## config.mk

```make
export PLATFORM = sky130hd
export DESIGN_NAME = dm_arbiter
export DESIGN_NICKNAME = d
export VERILOG_FILES = /design/src/rtl/dm_arbiter.sv
export SDC_FILE = /design/constraint.sdc
export NUM_CORES = 1
export LEC_CHECK = 0
export CAP_MARGIN = 25
export CORE_ASPECT_RATIO = 1.5
export CORE_MARGIN = 4
export CORE_UTILIZATION = 42
export DETAILED_ROUTE_END_ITERATION = 10
export PLACE_DENSITY = 0.94
export REMOVE_ABC_BUFFERS = 1
export SETUP_SLACK_MARGIN = 0.2
export SYNTH_ARGS = -nofsm -noshare
export SYNTH_HDL_FRONTEND = slang
export SYNTH_SLANG_ARGS = --single-unit
```

## constraint.sdc

```tcl
create_clock -name clk -period 2.7 [get_ports clk]
set_input_delay 0.27 -clock clk [delete_from_list [all_inputs] [get_ports clk]]
set_output_delay 0.27 -clock clk [all_outputs]
set_load 0.05 [all_outputs]
```

## src/rtl/dm_arbiter.sv

```systemverilog
`default_nettype none
// ============================================================================
//  Module   : dm_arbiter
//  Purpose  : Two-requester (CPU / debug) arbiter for the single data-memory
//             port. Serialises accesses, holds each one for LAT cycles,
//             returns load data with a one-cycle done pulse, and grants
//             round-robin when both requesters contend.
//  Revision : 1.0  initial release
// ============================================================================
module dm_arbiter #(
   parameter int LAT = 1,
   parameter int AW  = 32,
   parameter int DW  = 32
) (
   input  logic          clk,
   input  logic          rst,
   input  logic          cpu_req,
   input  logic          cpu_we,
   input  logic [AW-1:0] cpu_addr,
   input  logic [DW-1:0] cpu_wdata,
   output logic [DW-1:0] cpu_rdata,
   output logic          cpu_done,
   output logic          cpu_stall,
   input  logic          dbg_req,
   input  logic          dbg_we,
   input  logic [AW-1:0] dbg_addr,
   input  logic [DW-1:0] dbg_wdata,
   output logic [DW-1:0] dbg_rdata,
   output logic          dbg_done,
   output logic          MemWrite,
   output logic [AW-1:0] Addr,
   output logic [DW-1:0] WD,
   input  logic [DW-1:0] RD,
   output logic          busy
);

   typedef enum logic [0:0] {
      S_IDLE = 1'b0,
      S_BUSY = 1'b1
   } state_t;

   // Counter preload: the first BUSY cycle is the one where cnt equals this.
   localparam logic [3:0] CNT_INIT = 4'(LAT - 1);
   localparam logic       GNT_CPU  = 1'b0;
   localparam logic       GNT_DBG  = 1'b1;

   state_t          state_q, state_d;
   logic [3:0]      cnt_q, cnt_d;
   logic            last_gnt_q, last_gnt_d;
   logic            gnt_q, gnt_d;
   logic            we_q, we_d;
   logic [AW-1:0]   addr_q, addr_d;
   logic [DW-1:0]   wdata_q, wdata_d;
   logic [DW-1:0]   cpu_rdata_q, cpu_rdata_d;
   logic [DW-1:0]   dbg_rdata_q, dbg_rdata_d;
   logic            cpu_done_q, cpu_done_d;
   logic            dbg_done_q, dbg_done_d;

   // A requester in its done cycle is not eligible, so it is never re-granted
   // on the same cycle it is being told it has finished.
   logic w_cpu_elig;
   logic w_dbg_elig;
   logic w_pick_dbg;

   assign w_cpu_elig = cpu_req & ~cpu_done_q;
   assign w_dbg_elig = dbg_req & ~dbg_done_q;
   // Debug wins if it is alone, or on a tie when the CPU was served last.
   assign w_pick_dbg = w_dbg_elig & (~w_cpu_elig | (last_gnt_q == GNT_CPU));

   // State register and all latched access/response state.
   always_ff @(posedge clk) begin
      if (rst) begin
         state_q     <= S_IDLE;
         cnt_q       <= 4'd0;
         last_gnt_q  <= GNT_DBG;
         gnt_q       <= GNT_CPU;
         we_q        <= 1'b0;
         addr_q      <= '0;
         wdata_q     <= '0;
         cpu_rdata_q <= '0;
         dbg_rdata_q <= '0;
         cpu_done_q  <= 1'b0;
         dbg_done_q  <= 1'b0;
      end else begin
         state_q     <= state_d;
         cnt_q       <= cnt_d;
         last_gnt_q  <= last_gnt_d;
         gnt_q       <= gnt_d;
         we_q        <= we_d;
         addr_q      <= addr_d;
         wdata_q     <= wdata_d;
         cpu_rdata_q <= cpu_rdata_d;
         dbg_rdata_q <= dbg_rdata_d;
         cpu_done_q  <= cpu_done_d;
         dbg_done_q  <= dbg_done_d;
      end
   end

   // Next-state: grant/latch in IDLE, count down and complete in BUSY.
   always_comb begin
      state_d     = state_q;
      cnt_d       = cnt_q;
      last_gnt_d  = last_gnt_q;
      gnt_d       = gnt_q;
      we_d        = we_q;
      addr_d      = addr_q;
      wdata_d     = wdata_q;
      cpu_rdata_d = cpu_rdata_q;
      dbg_rdata_d = dbg_rdata_q;
      cpu_done_d  = 1'b0;
      dbg_done_d  = 1'b0;

      case (state_q)
         S_IDLE: begin
            if (w_cpu_elig || w_dbg_elig) begin
               gnt_d      = w_pick_dbg;
               last_gnt_d = w_pick_dbg;
               we_d       = w_pick_dbg ? dbg_we    : cpu_we;
               addr_d     = w_pick_dbg ? dbg_addr  : cpu_addr;
               wdata_d    = w_pick_dbg ? dbg_wdata : cpu_wdata;
               cnt_d      = CNT_INIT;
               state_d    = S_BUSY;
            end
         end
         S_BUSY: begin
            if (cnt_q == 4'd0) begin
               state_d = S_IDLE;
               if (gnt_q == GNT_CPU) begin
                  cpu_done_d = 1'b1;
                  if (!we_q) cpu_rdata_d = RD;
               end else begin
                  dbg_done_d = 1'b1;
                  if (!we_q) dbg_rdata_d = RD;
               end
            end else begin
               cnt_d = cnt_q - 4'd1;
            end
         end
         default: state_d = S_IDLE;
      endcase
   end

   // Memory port is driven from the latched access so it holds its last
   // values while idle; the write strobe is limited to the first BUSY cycle.
   assign busy      = (state_q == S_BUSY);
   assign MemWrite  = busy && (cnt_q == CNT_INIT) && we_q;
   assign Addr      = addr_q;
   assign WD        = wdata_q;
   assign cpu_rdata = cpu_rdata_q;
   assign dbg_rdata = dbg_rdata_q;
   assign cpu_done  = cpu_done_q;
   assign dbg_done  = dbg_done_q;
   assign cpu_stall = cpu_req & ~cpu_done_q;

endmodule
`default_nettype wire

```

After elaboration in Yosys (flattened, before gate mapping)

Index checks and enable logic that the tools add are counted.

Flip-flop bits (word level): 138
Latch bits: 0
RAM bits: 0
ROM bits: 0
Bits of input ports: 166
Output and inout bits: 133
Word-level logic and storage cells: 46
Memories kept: 0

Add/subtract/negate cells: 1
Multiply operators: 0
Div/mod/pow operators: 0
$lt $le $gt $ge: 0
Equality and inequality tests: 2
Shift operators: 0
Mux-type cells: 11
Bitwise gates (word level): 12
Reductions and logical operators: 9

Operators by type and width:

| kind                                                                | number |
|---|---|
| 32-bit two-way mux                                                  | 2 |
| 4-bit two-way mux                                                   | 2 |
| 1-bit inverter                                                      | 8 |
| 4-bit one-hot mux with 2 select lines                               | 1 |
| 4-bit AND reduction                                                 | 2 |
| 1-bit two-way mux                                                   | 5 |
| 4-bit zero test                                                     | 1 |
| 2-bit != test (second input constant)                               | 2 |
| 2-bit AND reduction                                                 | 2 |
| 4-bit by 1-bit subtractor with 4-bit output (second input constant) | 1 |
| 1-bit AND                                                           | 3 |
| 3-bit OR reduction                                                  | 1 |
| 1-bit logical AND                                                   | 2 |
| 1-bit one-hot mux with 2 select lines                               | 1 |
| 1-bit logical OR                                                    | 1 |
| 1-bit bitwise OR                                                    | 1 |

Depth between registers and ports, before layout

Depth after elaboration: 6
Depth in mapped cells: 8
Mapped depth without buffers: 6

Worst setup path before layout

Ideal clock, no wire load.

Path kind: reg-to-reg
From: register state_q, in the netlist busy
To: register cpu_rdata_q[10], in the netlist cpu_rdata[10]
Arrival time: 1.711 ns
Required time: 2.568 ns
Path slack: 0.857 ns
Cell stages (with the launch flop): 7
Path buffers: 2
Period minus slack after synthesis: 1.843 ns
Cell sequence: dfxtp_1 -> nand4bb_1 -> or3_1 -> buf_2 -> buf_6 -> nand2_1 -> a21oi_1

Word-level cells in the longest chain between the ends: 1

Ends and longest elaborated chain:

| what                                 | line | RTL |
|---|---|---|
| start: declaration                   | 47   | `state_t state_q, state_d;` |
| start signal: assignment             | 85   | `state_q <= state_d;` |
| 4-bit AND reduction (no source line) | n/a  |  |
| end signal: assignment               | 92   | `cpu_rdata_q <= cpu_rdata_d;` |
| end: declaration                     | 54   | `logic [DW-1:0] cpu_rdata_q, cpu_rdata_d;` |

No other way between the ends.
A chain may end at the register's enable or synchronous reset.

Worst setup path after layout

From: register cnt_q[0]
To: output MemWrite

Word-level cells in the longest chain between the ends: 3

Ends and longest elaborated chain:

| what                            | line | RTL |
|---|---|---|
| start: declaration              | 48   | `logic [3:0] cnt_q, cnt_d;` |
| start signal: assignment        | 86   | `cnt_q <= cnt_d;` |
| 4-bit zero test                 | 146  | `assign MemWrite = busy && (cnt_q == CNT_INIT) && we_q;` |
| 1-bit logical AND (2 in series) | 146  |  |
| end: declaration                | 30   | `output logic MemWrite,` |

No other way between the ends.

==> results.yml <==
yosys:
  synth.area.top_cells: "sky130_fd_sc_hd__dfxtp_1 (51%), sky130_fd_sc_hd__nand2_1 (14%), sky130_fd_sc_hd__a21oi_1 (12%)"
  yosysTopAreaCellShare_pct: 51.1
  synth_area_um2: 5400
  synth_largest_area_cell: "sky130_fd_sc_hd__dfxtp_1"
  syn-mean-instance-area_um2: 7.82
  synthCells: 691
  ys_ff_latch: 138
  synth_cell_types: 28
  synth.yosys.seq_area_share_pct: 51.1
  yosys_warnings: 0
clock_network:
  htree_levels: 4
  clock_latency_at_the_later_pin_of_the_worst_skew_pair_ns: 0.42
  clock_tree_sinks: 138
  tritoncts: "built"
  hold_buffers: 0
  clockRootBuffer: "sky130_fd_sc_hd__clkbuf_16"
  cts_inserted_buffers: 17
  clk_buf_depth: 2
  cts.clk_slew.worst_paths_ns: 0.06
setup_path:
  data_arrival_time_of_the_worst_path_ns: 1.94
  cp-end-kind: "output pin"
  crit_fanout: 4
  critical_path_required_time_ns: 2.43
  criticalPathCategory: "flip-flop to output pin"
  worst_setup_path_start_kind: "flip-flop"
power:
  power.density_cell_area_nw_per_um2: 697
  power.leakage_uw: 0.00338
  largest_voltage_drop_on_the_vdd_net_mv: 0.359
global_routing:
  first_global_vias: 5789
  grt_pass1_wl_um: 28300
  largest_net_degree_at_the_start_of_global_routing: 86
  grt-ovfl-total: 0
  number_of_antenna_violations_at_the_first_check_in_global_routing: 0
  grtUsageTotal_pct: 24.0
route:
  via_count: 5944
  route.detailed.wl_per_inst_um: 16.4
  first_iter_violations: 260
  drtPass1Iterations: 5
  route.final.wire_length_um: 18500
  drt-vias-per-instance: 5.26
  ant_nets: 0
  detail_route.drc_violations: 0
hold_path:
  worst_min_delay_path_class: "primary input to flip-flop"
floorplan:
  fp.dieW_um: 101
  die_ar_um2: 14800
  num_rows: 50
  initial_core_util_pct: 43.0
  die-height_um: 147
  design.portCount: 299
  fp.coreArea_um2: 12600
sta:
  maxSlewHeadroom_pct: 53.9
  max_freq_ghz: 0.453
  finalHoldViolCount: 0
  rsz_0062_raised_after_global_routing: "false"
  worst-slew-pin-transition_ns: 0.685
  fin_skew_ns: 0.0226
  fin_crit_sh_pct: 81.8
  totalNegativeSetupSlack_ns: 0
  final.min_clock_period_ns: 2.21
  slew_viol_final: 0
  finalSetupViolCount: 0
place:
  gp_congestion: 0.810
  numPortBuffers: 298
  hpwl_um: 13300
  placedInstanceArea_um2: 8470
  place.detailed.instances: 1097
layout:
  post-route-cell-area_um2: 9050
  layoutNonFillerInstCount: 1129
  relative_area_change_from_synthesis_to_final_layout_pct: 67.5
  design.final.nets: 1127
  antenna_cells_inserted: 0
  drive_above_1_share_pct: 4.93
  share_of_the_core_filled_with_cells_pct: 72.0
  nFillCells: 903
status:
  status: "complete, no violations"
flow_run:
  cap_violations: 0
cells in the mapped netlist (all sizes together):
cell / n
nand2b: 3
nand3: 4
a211o: 1
or3: 3
or2: 1
nor3b: 1
nand4bb: 1
nor2b: 1
nor3: 3
buf: 29
and4bb: 1
nand4b: 1
nand2: 196
and2: 2
and3b: 1
ha: 1
a21oi: 134
clkbuf: 29
o31ai: 2
nor2: 68
a21o: 1
a31oi: 1
inv: 4
dfxtp: 138
a211oi: 65
timing repair:
item                                    in CTS  in global routing
setup buffers                                0                  0
endpoints found under the setup margin       1                  0
gates resized for setup                      1                  0
endpoints found under the hold margin        0                  0
sequential cells by signal, indices dropped and copies added (netlist names):
register	flops
Addr	32
WD	32
busy	1
cnt_q	4
cpu_done	1
cpu_rdata	32
dbg_done	1
dbg_rdata	32
gnt_q	1
last_gnt_q	1
we_q	1
layout make-up:
class / instances / area [µm²] / share of cell area, %
repair buffers: 308 / 3120 / 34.4
flip-flops and latches: 138 / 2760 / 30.5
multi-input cells: 491 / 2380 / 26.3
clock buffers: 19 / 443 / 4.89
well taps: 156 / 195 / 2.16
clock inverters: 13 / 144 / 1.59
inverters: 4 / 15.0 / 0.166
cells in the final DEF (no fill, tap or decap), drive strengths merged, types with 2 or more instances in the layout:
| cell type | instances |
|---|---|
| clkdlybuf4s50 | 296 |
| nand2 | 196 |
| dfxtp | 138 |
| a21oi | 134 |
| nor2 | 68 |
| a211oi | 65 |
| clkbuf | 19 |
| buf | 11 |
| inv | 7 |
| nand3 | 4 |
| clkinvlp | 4 |
| clkinv | 4 |
| nand2b | 3 |
| or3 | 3 |
| nor3 | 3 |
| and2 | 2 |
| o31ai | 2 |
| bufinv | 2 |
worst max-delay path: stages, from the launching register on:
cell and delay [ns]:
sky130_fd_sc_hd__dfxtp_1 0.32, sky130_fd_sc_hd__inv_1 0.08, sky130_fd_sc_hd__ha_1 0.21, sky130_fd_sc_hd__and4bb_2 0.28, sky130_fd_sc_hd__and2_1 0.12, sky130_fd_sc_hd__dlygate4sd2_1 0.53
report_power, final:
| group | switching [µW] | total [µW] | internal (µW) |
|---|---|---|---|
| registers | 96.0 | 2300 | 2200 |
| clock network | 903 | 2290 | 1390 |
| logic | 1050 | 1710 | 659 |
per-layer routing:
| layer | part of all wire, % | up-vias | track usage, % | wire [µm] |
|---|---|---|---|---|
| met1 | 36 | 2714 | 24.5 | 6600 |
| met3 | 8.4 | 56 | 7.46 | 1550 |
| met2 | 51 | 307 | 42.4 | 9420 |
| met4 | 4.8 | 0 | 13.6 | 895 |
| met5 | 0 | - | 0 | 0 |
| li1 | - | 2867 | - | - |
stage by stage:
stage                     power (µW)  hold WS [ns]  setup WS (ns)
after floorplan                 3290         0.339         -0.807
after CTS                       6360         0.366          0.461
final                           6310         0.359          0.492
after global routing            6550         0.389          0.374
after global placement          4030         0.440          0.612
after detailed placement        4060         0.445          0.513
logic make-up after synthesis:
| logic type | count (synthesis) | share of synthesized area [%] |
|---|---|---|
| DFF | 138 | 51.1 |
| buffers and inverters | 62 | 5.37 |
| and+or+nand+nor | 286 | 21.1 |
| adders and majority gates | 1 | 0.231 |
| AOI/OAI and AO/OA | 204 | 22.1 |
worst paths after layout:
check	slack, ns	end	depth (start not counted)	startpoint
max	0.49	MemWrite	5	cnt_q[0]
min	0.36	cpu_rdata[30]	3	rst
max reg2reg	0.86	Addr[1]	5	dbg_done
min reg2reg	0.45	dbg_rdata[7]	2	dbg_rdata[7]
(Power assumes the default switching activity.)
